$ cat src/rtl/serial_byte_loader_if.sv
// ============================================================================
// Module      : serial_byte_loader_if
// Description : Serial line in, parallel byte/strobe bus out of the loader.
// Revision    : 1.0 - initial release
// ============================================================================
`default_nettype none

interface serial_byte_loader_if;
  logic       RxIn;
  logic [7:0] Q;
  logic       Ld;
  logic       FrameErr;
  logic       Busy;

  // master: the loader, driving Q/Ld into the downstream register
  modport master (
    input  RxIn,
    output Q,
    output Ld,
    output FrameErr,
    output Busy
  );

  // slave: the serial source and the register consuming Q/Ld
  modport slave (
    output RxIn,
    input  Q,
    input  Ld,
    input  FrameErr,
    input  Busy
  );
endinterface

`default_nettype wire

$ cat src/rtl/serial_byte_loader.sv
// ============================================================================
// Module      : serial_byte_loader
// Description : 8N1 serial receiver presenting each good byte on Q with Ld.
// Revision    : 1.0 - initial release
// ============================================================================
`default_nettype none

module serial_byte_loader #(
  parameter int CLKS_PER_BIT = 16
) (
  input  wire logic              Clk,
  input  wire logic              Clr,
  serial_byte_loader_if.master   bus
);

  localparam int c_cw = (CLKS_PER_BIT > 2) ? $clog2(CLKS_PER_BIT) : 1;
  localparam logic [c_cw-1:0] c_half = c_cw'(CLKS_PER_BIT / 2);
  localparam logic [c_cw-1:0] c_last = c_cw'(CLKS_PER_BIT - 1);

  typedef enum logic [2:0] {
    S_IDLE      = 3'd0,
    S_START     = 3'd1,
    S_DATA      = 3'd2,
    S_STOP      = 3'd3,
    S_WAIT_HIGH = 3'd4
  } state_t;

  state_t          r_state;
  state_t          w_state_nxt;
  logic            r_sync1;
  logic            r_rx_s;
  logic [c_cw-1:0] r_cnt;
  logic [c_cw-1:0] w_cnt_nxt;
  logic [2:0]      r_bit_idx;
  logic [2:0]      w_bit_nxt;
  logic [7:0]      r_shift;
  logic [7:0]      w_shift_nxt;
  logic [7:0]      r_q;
  logic [7:0]      w_q_nxt;
  logic            r_ld;
  logic            w_ld_nxt;
  logic            r_ferr;
  logic            w_ferr_nxt;

  always_ff @(posedge Clk or posedge Clr) begin
    if (Clr) begin
      r_sync1   <= 1'b1;
      r_rx_s    <= 1'b1;
      r_state   <= S_IDLE;
      r_cnt     <= '0;
      r_bit_idx <= '0;
      r_shift   <= '0;
      r_q       <= '0;
      r_ld      <= 1'b0;
      r_ferr    <= 1'b0;
    end else begin
      r_sync1   <= bus.RxIn;
      r_rx_s    <= r_sync1;
      r_state   <= w_state_nxt;
      r_cnt     <= w_cnt_nxt;
      r_bit_idx <= w_bit_nxt;
      r_shift   <= w_shift_nxt;
      r_q       <= w_q_nxt;
      r_ld      <= w_ld_nxt;
      r_ferr    <= w_ferr_nxt;
    end
  end

  always_comb begin
    w_state_nxt = r_state;
    w_cnt_nxt   = r_cnt;
    w_bit_nxt   = r_bit_idx;
    w_shift_nxt = r_shift;
    w_q_nxt     = r_q;
    w_ld_nxt    = 1'b0;
    w_ferr_nxt  = 1'b0;

    unique case (r_state)
      S_IDLE: begin
        if (!r_rx_s) begin
          w_state_nxt = S_START;
          w_cnt_nxt   = '0;
        end
      end

      // A start bit that is high again at mid-bit is only a glitch
      S_START: begin
        if (r_cnt == c_half) begin
          w_cnt_nxt = '0;
          w_bit_nxt = '0;
          if (!r_rx_s) begin
            w_state_nxt = S_DATA;
          end else begin
            w_state_nxt = S_IDLE;
          end
        end else begin
          w_cnt_nxt = r_cnt + 1'b1;
        end
      end

      S_DATA: begin
        if (r_cnt == c_last) begin
          w_cnt_nxt              = '0;
          w_shift_nxt[r_bit_idx] = r_rx_s;
          if (r_bit_idx == 3'd7) begin
            w_state_nxt = S_STOP;
          end else begin
            w_bit_nxt = r_bit_idx + 1'b1;
          end
        end else begin
          w_cnt_nxt = r_cnt + 1'b1;
        end
      end

      S_STOP: begin
        if (r_cnt == c_last) begin
          w_cnt_nxt = '0;
          if (r_rx_s) begin
            w_q_nxt     = r_shift;
            w_ld_nxt    = 1'b1;
            w_state_nxt = S_IDLE;
          end else begin
            w_ferr_nxt  = 1'b1;
            w_state_nxt = S_WAIT_HIGH;
          end
        end else begin
          w_cnt_nxt = r_cnt + 1'b1;
        end
      end

      // A break must end before another start bit can be recognised
      S_WAIT_HIGH: begin
        if (r_rx_s) begin
          w_state_nxt = S_IDLE;
        end
      end

      default: begin
        w_state_nxt = S_IDLE;
      end
    endcase
  end

  assign bus.Q        = r_q;
  assign bus.Ld       = r_ld;
  assign bus.FrameErr = r_ferr;
  assign bus.Busy     = (r_state != S_IDLE);

endmodule

`default_nettype wire

$ cat src/flat_wrapper.sv
// flat-port wrapper written by rule: the top's interface ports become plain ports
module serial_byte_loader_flat 
#(
  parameter int CLKS_PER_BIT = 16
)
  (Clk, Clr, bus_RxIn, bus_Q, bus_Ld, bus_FrameErr, bus_Busy);
  serial_byte_loader_if bus_i ();
  input  wire logic Clk;
  input  wire logic Clr;
  input wire logic [$bits(bus_i.RxIn)-1:0] bus_RxIn;
  output wire logic [$bits(bus_i.Q)-1:0] bus_Q;
  output wire logic [$bits(bus_i.Ld)-1:0] bus_Ld;
  output wire logic [$bits(bus_i.FrameErr)-1:0] bus_FrameErr;
  output wire logic [$bits(bus_i.Busy)-1:0] bus_Busy;
  assign bus_i.RxIn = bus_RxIn;
  assign bus_Q = bus_i.Q;
  assign bus_Ld = bus_i.Ld;
  assign bus_FrameErr = bus_i.FrameErr;
  assign bus_Busy = bus_i.Busy;
  serial_byte_loader #(.CLKS_PER_BIT(CLKS_PER_BIT)) u_core (.Clk(Clk), .Clr(Clr), .bus(bus_i));
endmodule
$ cat config.mk
export PLATFORM = sky130hd
export DESIGN_NAME = serial_byte_loader_flat
export DESIGN_NICKNAME = d
export VERILOG_FILES = /design/src/rtl/serial_byte_loader_if.sv /design/src/rtl/serial_byte_loader.sv /design/src/flat_wrapper.sv
export SDC_FILE = /design/constraint.sdc
export NUM_CORES = 1
export LEC_CHECK = 0
export CAP_MARGIN = 10
export CELL_PAD_IN_SITES_DETAIL_PLACEMENT = 1
export CELL_PAD_IN_SITES_GLOBAL_PLACEMENT = 2
export CORE_MARGIN = 2
export CORE_UTILIZATION = 35
export CTS_BUF_LIST = sky130_fd_sc_hd__clkbuf_4 sky130_fd_sc_hd__clkbuf_8
export DETAILED_ROUTE_END_ITERATION = 7
export PLACE_DENSITY_LB_ADDON = 0.15
export SYNTH_ARGS = -nofsm -noshare
export SYNTH_HDL_FRONTEND = slang
export SYNTH_SLANG_ARGS = --single-unit
$ cat constraint.sdc
create_clock -name Clk -period 1.7 [get_ports Clk]
set_input_delay 0.34 -clock Clk [delete_from_list [all_inputs] [get_ports Clk]]
set_output_delay 0.34 -clock Clk [all_outputs]
set_load 0.05 [all_outputs]
**Word-level counts from Yosys, hierarchy flattened**

Index checks and enable logic that the tools add are counted.

- Bits in registers: 30
- Input bits: 3
- Word-level logic and storage cells: 64

- Add/subtract/negate cells: 2
- Order comparisons: 2
- Equality and inequality tests: 14
- Multiplexer cells: 26
- Reductions and logical operators: 11

Operators by type and width:

| operator | count |
|---|---|
| 3-bit 2-to-1 mux | 10 |
| 3-bit case mux with 5 select lines | 1 |
| 4-bit 2-to-1 mux | 3 |
| 4-bit case mux with 3 select lines | 1 |
| 2-bit by 1-bit != test with 1-bit output, second input constant | 5 |
| 8-bit bitwise mux | 1 |
| 4-bit == test, second input constant | 2 |
| 1-bit 2-to-1 mux | 7 |
| 3-bit by 2-bit == test with 1-bit output, second input constant | 2 |
| 3-bit == test, second input constant | 2 |
| 3-bit case mux with 2 select lines | 1 |
| 6-bit AND reduction | 1 |
| 3-bit nonzero test | 2 |
| 4-bit by 1-bit adder with 4-bit output, second input constant | 1 |
| 3-bit by 4-bit < comparator with 1-bit output, second input constant | 1 |
| 2-bit != test, second input constant | 2 |
| 2-bit AND reduction | 2 |
| 4-bit AND reduction | 1 |
| 3-bit by 1-bit adder with 3-bit output, second input constant | 1 |
| 1-bit demux with 3-bit select | 1 |
| 3-bit by 1-bit == test with 1-bit output, second input constant | 1 |
| 3-bit by 1-bit >= comparator with 1-bit output, second input constant | 1 |
| 3-bit zero test | 1 |
| 3-bit AND reduction | 1 |
| other kinds (4) | 4 |

**Depth between registers and ports, before layout**

Gate-level depths: netlist of the first run.

- Word-level depth: 5
- Gate-level depth with buffers: 5
- Mapped depth without buffers: 5

**Worst setup path after synthesis of the first run**

OpenSTA, ideal clock, no wires.

- Path type: register -> register
- From: register u_core.r_bit_idx[1]
- To: register u_core.r_bit_idx[0]
- Library setup time: 127 ps
- Arrival time: 1,556 ps
- Data required time: 1,573 ps
- Slack: 17 ps
- Stages on the path, launching flop included: 6
- Buffers on the path: 1
- Clock period less this slack: 1,683 ps
- Path through: dfrtp_1 -> ha_1 -> ha_1 -> or4_1 -> buf_2 -> mux2i_1

- Cells in the longest elaborated chain, start to end: 3

Ends and longest elaborated chain:

| element | RTL line | source |
|---|---|---|
| start, declared | serial_byte_loader.sv:34 | `logic [2:0] r_bit_idx;` |
| start signal, assigned | serial_byte_loader.sv:61 | `r_bit_idx <= w_bit_nxt;` |
| 3-bit == test | serial_byte_loader.sv:105 | `if (r_bit_idx == 3'd7) begin` |
| 2-bit != test (no line) | -- |  |
| 4-bit AND reduction (no line) | -- |  |

No other way between the ends.
A chain may end at the register's enable or synchronous reset.

**Worst setup path in the final report of the first run**

- From: register u_core.r_state[0]
- To: output bus_Busy

- Cells in the longest elaborated chain, start to end: 1

Ends and longest elaborated chain:

| element | RTL line | source |
|---|---|---|
| start, declared | serial_byte_loader.sv:28 | `state_t r_state;` |
| start signal, assigned | serial_byte_loader.sv:59 | `r_state <= w_state_nxt;` |
| 3-bit nonzero test | serial_byte_loader.sv:147 | `assign bus.Busy = (r_state != S_IDLE);` |
| end, declared | flat_wrapper.sv:14 | `output wire logic [$bits(bus_i.Busy)-1:0] bus_Busy;` |

No other way between the ends.

==> results of run 1 <==
[stage by stage]
stage	utilization	setup WS, ns	setup TNS [ns]	instances
global route	0.463	-0.00942	-0.0183	205
floorplan	-	0.0169	0	126
finish	0.463	0.0353	0	205
detailed placement	0.426	-0.0153	-0.0153	196
CTS	0.451	0.0159	0	204
global placement	0.426	0.0339	0	196
[routing by layer]
layer  wire [um]  vias to the layer above  global-route usage
met5           0                        -                   0
met1        1560                      518               0.205
li1            -                      514                   -
met4          40                        0              0.0588
met3          98                        7              0.0392
met2        1670                       17               0.253
[cells by family after synthesis]
| logic type | count (synthesis) |
|---|---|
| flip-flops | 30 |
| XOR/XNOR | 1 |
| buffers and inverters | 17 |
| multiplexers | 19 |
| adder cells (fa/ha/maj) | 4 |
| AND/OR/NAND/NOR | 38 |
| AO/OA/AOI/OAI | 17 |
[worst paths after layout]
kind                                                from                               to  depth (start not counted)  slack, ns
max                        u_core.r_state[0]$_DFFE_PP0P_                         bus_Busy                          2       0.04
min                             u_core.r_sync1$_DFF_PP1_          u_core.r_rx_s$_DFF_PP1_                          0       0.36
max reg2reg                  u_core.r_cnt[0]$_DFFE_PP0P_  u_core.r_bit_idx[1]$_DFFE_PP0P_                          4       0.05
min reg2reg                     u_core.r_sync1$_DFF_PP1_          u_core.r_rx_s$_DFF_PP1_                          0       0.36
max in group asynchronous                            Clr         u_core.r_sync1$_DFF_PP1_                          3       0.95
min in group asynchronous                            Clr      u_core.bus.Q[2]$_DFFE_PP0P_                          3       0.43
[area by class of cell]
| class | count | area share |
|---|---|---|
| clock buffer | 6 | 0.0440 |
| inverter | 8 | 0.0160 |
| tap | 50 | 0.0333 |
| timing repair buffer | 30 | 0.129 |
| sequential | 30 | 0.403 |
| multi-input combinational | 79 | 0.367 |
| clock inverter | 2 | 0.00667 |
[layout by cell type, fill, tap and decap left out, types with 2 or more instances in the layout]
| cell type | n |
|---|---|
| a22oi_1 | 2 |
| a21oi_1 | 2 |
| ha_2 | 2 |
| dfrtp_2 | 3 |
| nor3b_1 | 2 |
| nor4_1 | 2 |
| nand4bb_1 | 2 |
| nor4b_4 | 2 |
| nand2b_1 | 3 |
| mux2i_1 | 2 |
| dfstp_2 | 2 |
| nor3_1 | 3 |
| clkdlybuf4s50_1 | 2 |
| inv_1 | 8 |
| ha_1 | 2 |
| o21ai_0 | 7 |
| clkbuf_8 | 6 |
| buf_4 | 27 |
| nand3_1 | 2 |
| nand4_1 | 4 |
| dfrtp_1 | 25 |
| nor2_1 | 5 |
| mux2_2 | 16 |
[power by group through the flow]
stage	Sequential, mW	Combinational [mW]	Clock (mW)
floorplan	0.840	0.404	0
global placement	0.868	0.583	0
detailed placement	0.876	0.595	0
CTS	0.865	0.600	0.627
global route	0.876	0.719	0.668
finish	0.863	0.650	0.611
[what timing repair did]
| action | CTS | global route |
|---|---|---|
| resized for setup | 2 | 7 |
| setup buffers | 0 | 1 |
| setup endpoints to repair | 4 | 14 |
| hold buffers | 0 | 0 |
| pin swaps | 0 | 1 |
[registers in the layout, summed over array words and instances, names as in the netlist]
name and flops:
u_core.r_sync1 1, u_core.r_state 3, u_core.bus.FrameErr 1, u_core.bus.Ld 1, u_core.bus.Q 8, u_core.r_bit_idx 3, u_core.r_cnt 4, u_core.r_rx_s 1
u_core.r_shift 8
==> results.ini, run 1 <==
[power]
power.internal_mw = 1.43
powerDensity_mw_per_mm2 = 1130
ir_worst_vdd_uv = 660
p_clk_frac = 0.288
sw_frac_of_total = 0.328
p_sw_mw = 0.696
pwr-share-seq = 0.406
power.total_mw = 2.12
leakage_nw = 0.884
combPwrFrac = 0.306

[die]
die_x_um = 69.2
die_area_sq_mm = 0.00479
ioPinCount = 14
num_rows = 23
die_h_um = 69.2
core_area_sq_mm = 0.00406
start_util = 0.367

[outcome]
status = complete, no violations

[layout]
nets = 161
drive_gt1_frac = 0.419
n_fill_cell = 442
antenna_cells = 0
fin_area_sq_mm = 0.00188
final-seq-area_sq_um = 757
multi_input_area_sq_um = 689
synthToLayoutAreaGrowth_pct = 26.1

[routing]
wirelength_mm = 3.37
postRouteAntennaNets = 0
first_iter_violations = 32
drc = 0
vias_per_cell = 5.15
vias = 1056
routedWlPerCell_um = 16.4
firstDrtPassIters = 4

[synth]
yosys-top-cells-area = dfrtp_1 (47%), mux2_2 (12%), dfstp_2 (3.5%), ha_1 (3.4%), o21ai_0 (2.4%)
syn_avg_cell_area_sq_um = 11.8
yosys.area_share.adder = 0.0336
synth.area.mux_share = 0.141
synth_most_common_cell = dfrtp_1
synth_cell_types = 40
synthFlopType = dfrtp_1
yosysWarnings = 0
synth.cells.most_frequent = dfrtp_1 (28), mux2_2 (16), inv_1 (8), o21ai_0 (7), nor2_1 (5)
synth-simple-area-share = 0.187
async_reset_ff_frac = 1.00
netlist_instances = 126
synth.top_cell.area_share = 0.471
synth-edff-count = 0
synth_top_family_by_area = simple AND/OR/NAND/NOR gates
synth-compound-area-share = 0.0756
syn-num-nets = 133
ys_ff_latch = 30
synth_xor_xnor_area_share = 0.00588
syn_area_sq_mm = 0.00149
ys_seq_area_frac = 0.506
synth_top_area_cell = dfrtp_1

[sta]
hold_ws_ns = 0.359
setup_violations = 0
fin_crit_sh = 0.979
finalHoldViolCount = 0
fin_crit_ns = 1.66
rsz0062_at_grt = yes
maxSlewViolCount = 0
fmax_ghz = 0.601
slew_headroom = 0.749
skew_ns = 0.00776
worst_slew_pin_slew_ns = 0.376

[job]
cap_viol_max_count = 0

[placed_design]
place_hpwl_mm = 2.44
placed_area_sq_mm = 0.00173
io_buffers = 13
gp_congestion = 0.742

[hold_path]
hp-class = register to register

[global_route]
grt.overflow.total = 0
grt_antenna_before_repair = 0
grt_pass1_wl_mm = 5.89
grt_pass1_vias = 1144
grt_max_degree = 31
grt_usage = 0.157

[cts]
clk_pin_slew_ns = 0.07
cts.sinks = 30
cts_tree = yes
htree_levels = 2
clockBufferDepth = 2
worstSkewPairLatency_ns = 0.29
numCtsBuffers = 5
clock_tree.root_cell = clkbuf_8

[worst_setup_path]
crit_buf_inv = 1
cp-end-kind = output port
crit_slowest_cell = dfrtp_2
slowest_delay_ns = 0.48
critPathMaxFanout = 7
crit_type = register to output port
cp_cell_sequence = or3_1 -> buf_4
arrival_ns = 1.32
worstPathRequired_ns = 1.36
start_kind = register
cp_top_family = flip-flops

No activity file was read; power rests on OpenSTA's default activity.
==> run 2: changes to the inputs <==
Settings changed: CORE_MARGIN 2 to 4.
==> run 2 against run 1 <==
- worst hold slack gained 0.013 ns
- sequential share of layout area shrank 0.37 points
- first-iteration DRC count grew 31%
- register-to-register slack is essentially flat
- critical path depth grew 1
- count of clock-buffer cells in the layout grew 1
- critical path type unchanged
- critical endpoint unchanged
==> results.ini, run 2 (synthesis gave the netlist of run 1 again) <==
[worst_setup_path]
crit_type = register to output port
critPathMaxFanout = 3  ; -4
slowest_delay_ns = 0.40  ; -0.08 ns
rrSetupSlack_ns = 0.06  ; about the same
arrival_ns = 1.34  ; +0.02 ns
crit_slowest_cell = dfrtp_2
start_kind = register
worstPathRequired_ns = 1.36  ; about the same
cp-end-kind = output port
cp_cell_sequence = buf_4 -> or3_4 -> buf_6

[layout]
antenna_cells = 0  ; unchanged
n_fill_cell = 427  ; -3.4%
final_cell_mix = buf_4 (27), dfrtp_1 (27), mux2_2 (16)
nets = 161  ; unchanged
synthToLayoutAreaGrowth_pct = 26.8
drive_gt1_frac = 0.413  ; -0.00645
layoutNonFillerInstCount = 205  ; unchanged

[global_route]
grt_usage = 0.139  ; -0.0181
grt_max_degree = 31  ; unchanged
grt_antenna_before_repair = 0  ; unchanged
grt_pass1_wl_mm = 5.59  ; -5.0%
grt.overflow.total = 0  ; unchanged
grt_pass1_vias = 1144  ; unchanged

[die]
start_util = 0.367  ; unchanged
core_area_sq_mm = 0.00406  ; unchanged
num_rows = 23  ; unchanged
die_area_sq_mm = 0.00536  ; +12%
ioPinCount = 14  ; unchanged
die_h_um = 73.2  ; +5.8%
die_x_um = 73.2  ; +5.8%

[sta]
worst_slack_ns = 0.0237  ; -0.0116 ns
rsz0062_at_grt = yes
finalHoldViolCount = 0  ; unchanged
skew_ns = 0.00824  ; +0.000487 ns
fin_crit_ns = 1.68  ; +0.0116 ns
maxSlewViolCount = 0  ; unchanged
final.setup.tns_ns = 0  ; unchanged
fin_crit_sh = 0.986  ; +0.00682
worst_slew_pin_slew_ns = 0.377  ; +0.000869 ns
fmax_ghz = 0.597  ; -0.69%
slew_headroom = 0.749  ; about the same
setup_violations = 0  ; unchanged
hold_ws_ns = 0.372  ; +0.0125 ns

[cts]
clk_pin_slew_ns = 0.06  ; about the same
clockBufferDepth = 2  ; unchanged
clock_tree.root_cell = clkbuf_8
numCtsBuffers = 5  ; unchanged
worstSkewPairLatency_ns = 0.28  ; about the same
htree_levels = 2  ; unchanged
cts_tree = yes
cts.sinks = 30  ; unchanged

[placed_design]
dp_cells = 196  ; unchanged
dpl_worst_slack_ns = 0.0211  ; +0.0364 ns
io_buffers = 13  ; unchanged
gp_congestion = 0.801  ; +8.0%
place_hpwl_mm = 2.41  ; -1.3%

[power]
leakage_nw = 0.902  ; +2.0%
ir_worst_vdd_uv = 534  ; -19%
powerDensity_mw_per_mm2 = 1180  ; +4.6%
power.total_mw = 2.24  ; +5.2%

[routing]
vias = 1063  ; +0.66%
wirelength_mm = 3.28  ; -2.6%
routedWlPerCell_um = 16.0  ; -2.6%
drc = 0  ; unchanged
vias_per_cell = 5.19  ; +0.66%
firstDrtPassIters = 4  ; unchanged
first_iter_violations = 42  ; +31%
postRouteAntennaNets = 0  ; unchanged

[outcome]
status = complete, no violations

[hold_path]
hp-class = register to register

[job]
cap_viol_max_count = 0  ; unchanged

## run 2: power by group
| group | internal (mW) | total [mW] | switching, mW |
|---|---|---|---|
| logic | 0.299 | 0.631 | 0.331 |
| clock network | 0.493 | 0.752 | 0.259 |
| registers | 0.783 | 0.852 | 0.0687 |
## run 2: critical path, delay by kind of cell (launching register included)
family / cells / cell delay (ns)
flops: 1 / 0.40
simple gates: 1 / 0.36
buf+inv: 2 / 0.30
## run 2: what timing repair did
item,4_1_cts,5_1_grt
endpoints found under the setup margin,1,15
gates resized for setup,2,6
hold buffers,0,0
buffers inserted,1,0
## run 2: layout make-up
cell class	instances	area [sq um]	share of cell area
clock buffers	7	90.1	0.0477
flip-flops and latches	30	754	0.400
repair buffers	30	234	0.124
multi-input cells	79	687	0.364
well taps	50	62.6	0.0331
inverters	8	30.0	0.0159
clock inverters	1	30.0	0.0159
## run 2: final timing paths
path / from / to / cells after the start
max: u_core.r_state[0]$_DFFE_PP0P_ / bus_Busy / 3
min: u_core.r_sync1$_DFF_PP1_ / u_core.r_rx_s$_DFF_PP1_ / 0
max reg2reg: u_core.r_state[0]$_DFFE_PP0P_ / u_core.r_shift[0]$_DFFE_PP0P_ / 4
min reg2reg: u_core.r_sync1$_DFF_PP1_ / u_core.r_rx_s$_DFF_PP1_ / 0
max in group asynchronous: Clr / u_core.r_sync1$_DFF_PP1_ / 3
min in group asynchronous: Clr / u_core.r_shift[6]$_DFFE_PP0P_ / 3
## run 2: metal layers
| layer | track usage | part of all wire | up-vias |
|---|---|---|---|
| li1 | - | - | 514 |
| met1 | 0.184 | 0.48 | 531 |
| met2 | 0.210 | 0.47 | 13 |
| met3 | 0.0455 | 0.033 | 5 |
| met4 | 0.0553 | 0.015 | 0 |
| met5 | 0 | 0 | - |
## run 2: per-stage QoR
stage               instance area, sq um  utilization
floorplan                           1490            -
global placement                    1730        0.426
detailed placement                  1730        0.426
CTS                                 1860        0.459
global route                        1890        0.465
finish                              1890        0.465
